$ cat src/rtl/regfile_wb_arbiter_if.sv
// Write-back bus between the EXU/LSU write-back stage and the register-file
// write arbiter. The bypass read ports exist only when WB_ARB_BYPASS_EN is
// defined.
interface regfile_wb_arbiter_if #(
    parameter int XLEN = 64
);
    logic            exu_valid;
    logic            exu_ready;
    logic [4:0]      exu_rd;
    logic [XLEN-1:0] exu_data;

    logic            lsu_valid;
    logic            lsu_ready;
    logic [4:0]      lsu_rd;
    logic [XLEN-1:0] lsu_data;

    logic            rf_wen;
    logic [4:0]      rf_waddr;
    logic [XLEN-1:0] rf_wdata;

`ifdef WB_ARB_BYPASS_EN
    logic [4:0]      rs1_addr;
    logic [4:0]      rs2_addr;
    logic            rs1_hit;
    logic            rs2_hit;
    logic [XLEN-1:0] rs1_data;
    logic [XLEN-1:0] rs2_data;
`endif

    // Write-back sources and decode side
    modport master (
        output exu_valid, exu_rd, exu_data,
        output lsu_valid, lsu_rd, lsu_data,
        input  exu_ready, lsu_ready,
        input  rf_wen, rf_waddr, rf_wdata
`ifdef WB_ARB_BYPASS_EN
        ,
        output rs1_addr, rs2_addr,
        input  rs1_hit, rs2_hit, rs1_data, rs2_data
`endif
    );

    // Arbiter side
    modport slave (
        input  exu_valid, exu_rd, exu_data,
        input  lsu_valid, lsu_rd, lsu_data,
        output exu_ready, lsu_ready,
        output rf_wen, rf_waddr, rf_wdata
`ifdef WB_ARB_BYPASS_EN
        ,
        input  rs1_addr, rs2_addr,
        output rs1_hit, rs2_hit, rs1_data, rs2_data
`endif
    );
endinterface

$ cat src/rtl/regfile_wb_arbiter.sv
// Register-file write-port arbiter for the EXU and LSU write-back sources.
// Each source owns a one-entry buffer; a fixed-priority arbiter (LSU first)
// with a starvation guard for the EXU drives a registered write port.
// Optional feature: WB_ARB_BYPASS_EN adds combinational bypass read ports
// that expose the write currently presented to the register file.
module regfile_wb_arbiter #(
    parameter int XLEN       = 64,
    parameter int STARVE_MAX = 4
) (
    input logic                clk,
    input logic                rst,
    regfile_wb_arbiter_if.slave wb
);
    localparam logic [2:0] C_STARVE_LIM = 3'(STARVE_MAX);

    logic            r_exu_full;
    logic [4:0]      r_exu_rd;
    logic [XLEN-1:0] r_exu_data;
    logic            r_lsu_full;
    logic [4:0]      r_lsu_rd;
    logic [XLEN-1:0] r_lsu_data;
    logic [2:0]      r_starve_cnt;
    logic            r_wen;
    logic [4:0]      r_waddr;
    logic [XLEN-1:0] r_wdata;

    logic w_grant_exu;
    logic w_grant_lsu;
    logic w_exu_ready;
    logic w_lsu_ready;
    logic w_exu_load;
    logic w_lsu_load;

    // LSU wins a collision unless the EXU has already lost STARVE_MAX times
    assign w_grant_exu = r_exu_full && (!r_lsu_full || (r_starve_cnt == C_STARVE_LIM));
    assign w_grant_lsu = r_lsu_full && !w_grant_exu;

    // Ready is a function of buffer state only, never of the valid inputs
    assign w_exu_ready = !rst && (!r_exu_full || w_grant_exu);
    assign w_lsu_ready = !rst && (!r_lsu_full || w_grant_lsu);

    // Writes to x0 complete the handshake but are dropped here
    assign w_exu_load = wb.exu_valid && w_exu_ready && (wb.exu_rd != 5'd0);
    assign w_lsu_load = wb.lsu_valid && w_lsu_ready && (wb.lsu_rd != 5'd0);

    assign wb.exu_ready = w_exu_ready;
    assign wb.lsu_ready = w_lsu_ready;
    assign wb.rf_wen    = r_wen;
    assign wb.rf_waddr  = r_waddr;
    assign wb.rf_wdata  = r_wdata;

    // EXU holding buffer: a reload in the granted cycle keeps it full
    always_ff @(posedge clk) begin
        if (rst) begin
            r_exu_full <= 1'b0;
            r_exu_rd   <= 5'd0;
            r_exu_data <= '0;
        end else if (w_exu_load) begin
            r_exu_full <= 1'b1;
            r_exu_rd   <= wb.exu_rd;
            r_exu_data <= wb.exu_data;
        end else if (w_grant_exu) begin
            r_exu_full <= 1'b0;
        end
    end

    // LSU holding buffer, same policy as the EXU buffer
    always_ff @(posedge clk) begin
        if (rst) begin
            r_lsu_full <= 1'b0;
            r_lsu_rd   <= 5'd0;
            r_lsu_data <= '0;
        end else if (w_lsu_load) begin
            r_lsu_full <= 1'b1;
            r_lsu_rd   <= wb.lsu_rd;
            r_lsu_data <= wb.lsu_data;
        end else if (w_grant_lsu) begin
            r_lsu_full <= 1'b0;
        end
    end

    // Count consecutive EXU losses, saturating at the forcing threshold
    always_ff @(posedge clk) begin
        if (rst) begin
            r_starve_cnt <= 3'd0;
        end else if (w_grant_exu || !r_exu_full) begin
            r_starve_cnt <= 3'd0;
        end else if (w_grant_lsu && (r_starve_cnt != C_STARVE_LIM)) begin
            r_starve_cnt <= r_starve_cnt + 3'd1;
        end
    end

    // Registered write port; address and data hold when idle
    always_ff @(posedge clk) begin
        if (rst) begin
            r_wen   <= 1'b0;
            r_waddr <= 5'd0;
            r_wdata <= '0;
        end else if (w_grant_exu) begin
            r_wen   <= 1'b1;
            r_waddr <= r_exu_rd;
            r_wdata <= r_exu_data;
        end else if (w_grant_lsu) begin
            r_wen   <= 1'b1;
            r_waddr <= r_lsu_rd;
            r_wdata <= r_lsu_data;
        end else begin
            r_wen   <= 1'b0;
        end
    end

`ifdef WB_ARB_BYPASS_EN
    logic w_rs1_hit;
    logic w_rs2_hit;

    // Decode can see the value being written to the register file this cycle
    assign w_rs1_hit   = r_wen && (r_waddr == wb.rs1_addr) && (wb.rs1_addr != 5'd0);
    assign w_rs2_hit   = r_wen && (r_waddr == wb.rs2_addr) && (wb.rs2_addr != 5'd0);
    assign wb.rs1_hit  = w_rs1_hit;
    assign wb.rs2_hit  = w_rs2_hit;
    assign wb.rs1_data = w_rs1_hit ? r_wdata : '0;
    assign wb.rs2_data = w_rs2_hit ? r_wdata : '0;
`endif
endmodule

$ cat src/flat_wrapper.sv
// flat-port wrapper written by rule: the top's interface ports become plain ports
module regfile_wb_arbiter_flat 
#(
    parameter int XLEN       = 64,
    parameter int STARVE_MAX = 4
)
  (clk, rst, wb_exu_valid, wb_exu_rd, wb_exu_data, wb_lsu_valid, wb_lsu_rd, wb_lsu_data, wb_exu_ready, wb_lsu_ready, wb_rf_wen, wb_rf_waddr, wb_rf_wdata);
  regfile_wb_arbiter_if #(.XLEN(XLEN)) wb_i ();
  input logic clk;
  input logic rst;
  input wire logic [$bits(wb_i.exu_valid)-1:0] wb_exu_valid;
  input wire logic [$bits(wb_i.exu_rd)-1:0] wb_exu_rd;
  input wire logic [$bits(wb_i.exu_data)-1:0] wb_exu_data;
  input wire logic [$bits(wb_i.lsu_valid)-1:0] wb_lsu_valid;
  input wire logic [$bits(wb_i.lsu_rd)-1:0] wb_lsu_rd;
  input wire logic [$bits(wb_i.lsu_data)-1:0] wb_lsu_data;
  output wire logic [$bits(wb_i.exu_ready)-1:0] wb_exu_ready;
  output wire logic [$bits(wb_i.lsu_ready)-1:0] wb_lsu_ready;
  output wire logic [$bits(wb_i.rf_wen)-1:0] wb_rf_wen;
  output wire logic [$bits(wb_i.rf_waddr)-1:0] wb_rf_waddr;
  output wire logic [$bits(wb_i.rf_wdata)-1:0] wb_rf_wdata;
  assign wb_i.exu_valid = wb_exu_valid;
  assign wb_i.exu_rd = wb_exu_rd;
  assign wb_i.exu_data = wb_exu_data;
  assign wb_i.lsu_valid = wb_lsu_valid;
  assign wb_i.lsu_rd = wb_lsu_rd;
  assign wb_i.lsu_data = wb_lsu_data;
  assign wb_exu_ready = wb_i.exu_ready;
  assign wb_lsu_ready = wb_i.lsu_ready;
  assign wb_rf_wen = wb_i.rf_wen;
  assign wb_rf_waddr = wb_i.rf_waddr;
  assign wb_rf_wdata = wb_i.rf_wdata;
  regfile_wb_arbiter #(.XLEN(XLEN), .STARVE_MAX(STARVE_MAX)) u_core (.clk(clk), .rst(rst), .wb(wb_i));
endmodule
$ cat config.mk
export PLATFORM = sky130hd
export DESIGN_NAME = regfile_wb_arbiter_flat
export DESIGN_NICKNAME = d
export VERILOG_FILES = /design/src/rtl/regfile_wb_arbiter_if.sv /design/src/rtl/regfile_wb_arbiter.sv /design/src/flat_wrapper.sv
export SDC_FILE = /design/constraint.sdc
export NUM_CORES = 1
export LEC_CHECK = 0
export ABC_AREA = 1
export BUFFER_PORTS_ARGS = -buffer_cell sky130_fd_sc_hd__buf_4
export CORE_ASPECT_RATIO = 0.5
export CORE_MARGIN = 5
export CORE_UTILIZATION = 57
export DETAILED_ROUTE_END_ITERATION = 8
export PLACE_DENSITY = 0.95
export SLEW_MARGIN = 20
export SYNTH_ARGS = -nofsm -noshare
export SYNTH_HDL_FRONTEND = slang
export SYNTH_SLANG_ARGS = --single-unit
$ cat constraint.sdc
create_clock -name clk -period 4.37 [get_ports clk]
set_input_delay 0.437 -clock clk [delete_from_list [all_inputs] [get_ports clk]]
set_output_delay 0.437 -clock clk [all_outputs]
set_load 0.02 [all_outputs]
==> impl_metrics.py <==
metrics = {
    "outcome": {
        "status": "finished, final reports clean",
    },
    "yosys": {
        "synth_top_area_cell": "dfxtp_1",
        "netlist-cell-type-count": 22,
        "ys_async_sr_fraction_pct": 0,
        "synth-seq-cells": 213,
        "synth_commonest_cells": "nand2_1 (421), dfxtp_1 (213), nor2_1 (144)",
        "syn_nets": 1372,
        "avgSynthCellArea_um2": 7.04,
        "yosysSeqAreaShare_pct": 49.3,
        "synth_top_area_share_pct": 49.3,
        "synth_xor_area_share_pct": 0,
        "synth.mux.area_fraction_pct": 0,
        "synth_top_family_by_area": "simple AND/OR/NAND/NOR gates",
        "synthAdderAreaFrac_pct": 0.290,
        "syn_area_mm2": 0.00864,
        "yosysMostFrequentCell": "nand2_1",
        "synthFlopType": "dfxtp_1",
        "synthTopCellsByArea": "dfxtp_1 (49%), nand2_1 (18%), nor2_1 (6.3%)",
        "synth_compound_area_share_pct": 10.4,
        "yosys_warnings": 0,
        "syn_inst": 1228,
        "synthSimpleGateAreaFrac_pct": 29.4,
        "synth-edff-count": 0,
    },
    "place": {
        "io_buffers": 213,
        "hpwl_mm": 14.7,
        "place_congestion": 0.793,
        "placed_area_mm2": 0.0102,
    },
    "critical_path": {
        "cp.required_ns": 4.73,
        "worstPathCellList": "inv_1, ha_1, nand2_1, nand2_1, nand2_4, buf_4, nand2_1, o211ai_1, nand2_1",
        "crit_slowest_cell": "nand2_4",
        "critical_path_arrival_ns": 2.89,
        "start_kind": "register",
        "cp-end-kind": "register",
        "crit_fanout": 94,
        "cpPeakStageDelay_ns": 0.67,
        "crit_top_cell": "nand2_1",
        "r2r_cells": 9,
        "critPathBufInv": 2,
        "crit_type": "reg -> reg",
        "path_depth": 9,
        "crit_family": "simple AND/OR/NAND/NOR gates",
    },
    "clock_tree": {
        "cts-root-buf": "clkbuf_16",
        "clockBufferDepth": 3,
        "cts_tree": "built",
        "cts.sinks": 213,
        "htreeDepth": 1,
        "clk_latency_ns": 0.48,
        "cts_inserted_buffers": 19,
        "holdBufCountCts": 0,
        "cts-resized-gates": 0,
        "postCtsSetupRepairBufs": 0,
        "path_clk_slew_ns": 0.07,
    },
    "timing": {
        "finalSetupViolCount": 0,
        "hold_slack_ns": 0.159,
        "tightest_slew_ns": 1.09,
        "relSlewSlack_pct": 26.9,
        "period_share_pct": 57.8,
        "grt_setup_unrepaired": "no",
        "slew_violations": 0,
        "hold_violations": 0,
        "finalSetupTns_ns": 0,
        "skew_ns": 0.00608,
        "fin_crit_ns": 2.53,
        "max_freq_mhz": 396,
    },
    "route": {
        "detailroute.via_count": 8148,
        "drt-total-wl_mm": 22.3,
        "post_drt_wl_per_cell_um": 14.0,
        "drt_iter0_drc": 630,
        "drc": 0,
        "drt-vias-per-instance": 5.10,
        "drt-pass1-iter-count": 5,
        "drtAntennaViolNets": 0,
    },
    "power": {
        "pwr-share-seq_pct": 48.6,
        "switching_share_pct": 25.5,
        "clock_power_share_pct": 37.6,
        "powerDensity_mw_per_mm2": 411,
        "peakVddDrop_mv": 0.337,
        "pwr-share-comb_pct": 13.8,
        "net-switching-power_mw": 1.13,
        "p_leak_nw": 5.51,
        "p_int_mw": 3.31,
    },
    "final_layout": {
        "antennaDiodeCount": 0,
        "fillers": 1129,
        "multi_input_area_mm2": 0.00348,
        "register_area_mm2": 0.00426,
        "layout-drive-gt1-share_pct": 18.3,
        "final_area_mm2": 0.0108,
        "syn_to_final_growth_pct": 25.2,
        "final_util_pct": 73.8,
        "nNetsFinal": 1534,
    },
    "floorplanning": {
        "die_x_um": 184,
        "die_y_um": 97.1,
        "die-area_mm2": 0.0179,
        "initial_core_util_pct": 59.0,
        "ioPinCount": 214,
        "fp.coreArea_mm2": 0.0147,
        "rows": 31,
    },
    "grt": {
        "gr-total-overflow": 0,
        "grt_pass1_vias": 7763,
        "grt.total_usage_pct": 23.7,
        "grt_pass1_wl_mm": 36.3,
        "grt_max_degree": 115,
        "antenna_found_initial": 0,
    },
    "hold_path": {
        "hp-class": "in -> reg",
        "holdPathStages": 3,
    },
    "job": {
        "maxCapViolCount": 0,
    },
}
## power groups by stage
| stage | Clock, mW | Sequential [mW] | Combinational [mW] |
|---|---|---|---|
| 3_3_place_gp | 0 | 2.19 | 0.592 |
| 4_1_cts | 1.69 | 2.16 | 0.614 |
| 3_5_place_dp | 0 | 2.20 | 0.607 |
| 5_1_grt | 1.79 | 2.17 | 0.680 |
| 6_report | 1.67 | 2.16 | 0.612 |
| 2_1_floorplan | 0 | 2.23 | 0.318 |
## area by class of cell
class                   instances  area share, %
flip-flops and latches        213           39.4
multi-input cells             791           32.2
repair buffers                221           15.3
clock buffers                  29           5.39
inverters                     144           5.04
well taps                     198           2.29
clock inverters                 3          0.370
## path summary, 6_finish.rpt
check / from / end / slack (ns)
setup / recovery: u_core.r_starve_cnt[0] / u_core.wb.rf_wdata[12] / 1.84
hold reg to reg: u_core.wb.rf_wdata[22] / u_core.wb.rf_wdata[22] / 0.48
setup reg to reg: u_core.r_starve_cnt[0] / u_core.wb.rf_wdata[12] / 1.84
hold / removal: wb_lsu_data[45] / u_core.r_lsu_data[45] / 0.16
## layout by cell type (no fill, tap or decap)
master / count
nand4_1: 1
dfxtp_1: 213
inv_6: 1
nand2_4: 1
nor2_4: 4
o211ai_1: 69
nand2_1: 420
a21oi_1: 4
clkbuf_8: 7
clkinv_2: 2
bufinv_16: 1
nor2_1: 142
nand3b_1: 1
buf_4: 221
nor3_1: 1
inv_1: 143
nand3_1: 74
clkbuf_1: 3
o21ai_0: 47
clkbuf_16: 19
o21bai_1: 1
o21ai_1: 23
ha_1: 2
nor3b_1: 1
## through the flow
step	total power, mW	cells	setup WS (ns)
after floorplan	2.55	1228	2.82
after global placement	2.78	1567	1.84
after detailed placement	2.81	1567	1.76
after CTS	4.47	1599	1.81
after global routing	4.64	1599	1.56
final	4.44	1599	1.84
## state kept, by name, summed over array words and instances, names as in the netlist
signal / flops
u_core.wb.rf_waddr: 5
u_core.r_lsu_data: 64
u_core.r_exu_full: 1
u_core.r_starve_cnt: 3
u_core.r_lsu_full: 1
u_core.r_exu_rd: 5
u_core.r_lsu_rd: 5
u_core.wb.rf_wen: 1
u_core.r_exu_data: 64
u_core.wb.rf_wdata: 64
## kinds of logic (layout without fill, tap and decap cells)
group,Yosys count,count (layout)
AOI/OAI and AO/OA,144,144
buffers and inverters,224,397
adders and majority gates,2,2
and+or+nand+nor,645,645
DFF,213,213
## layer usage
layer | GRT usage (%) | share of wire (%) | vias up
li1 | - | - | 4118
met1 | 30.7 | 42 | 3703
met2 | 41.2 | 50 | 285
met3 | 4.08 | 6.4 | 42
met4 | 5.85 | 2.2 | 0
met5 | 0 | 0 | -
## tightest hold or removal path, stage by stage
cell and delay (ns):
buf_4 0.08, nand2_1 0.04, o21ai_0 0.05
Power figures use the tool's default switching activity.
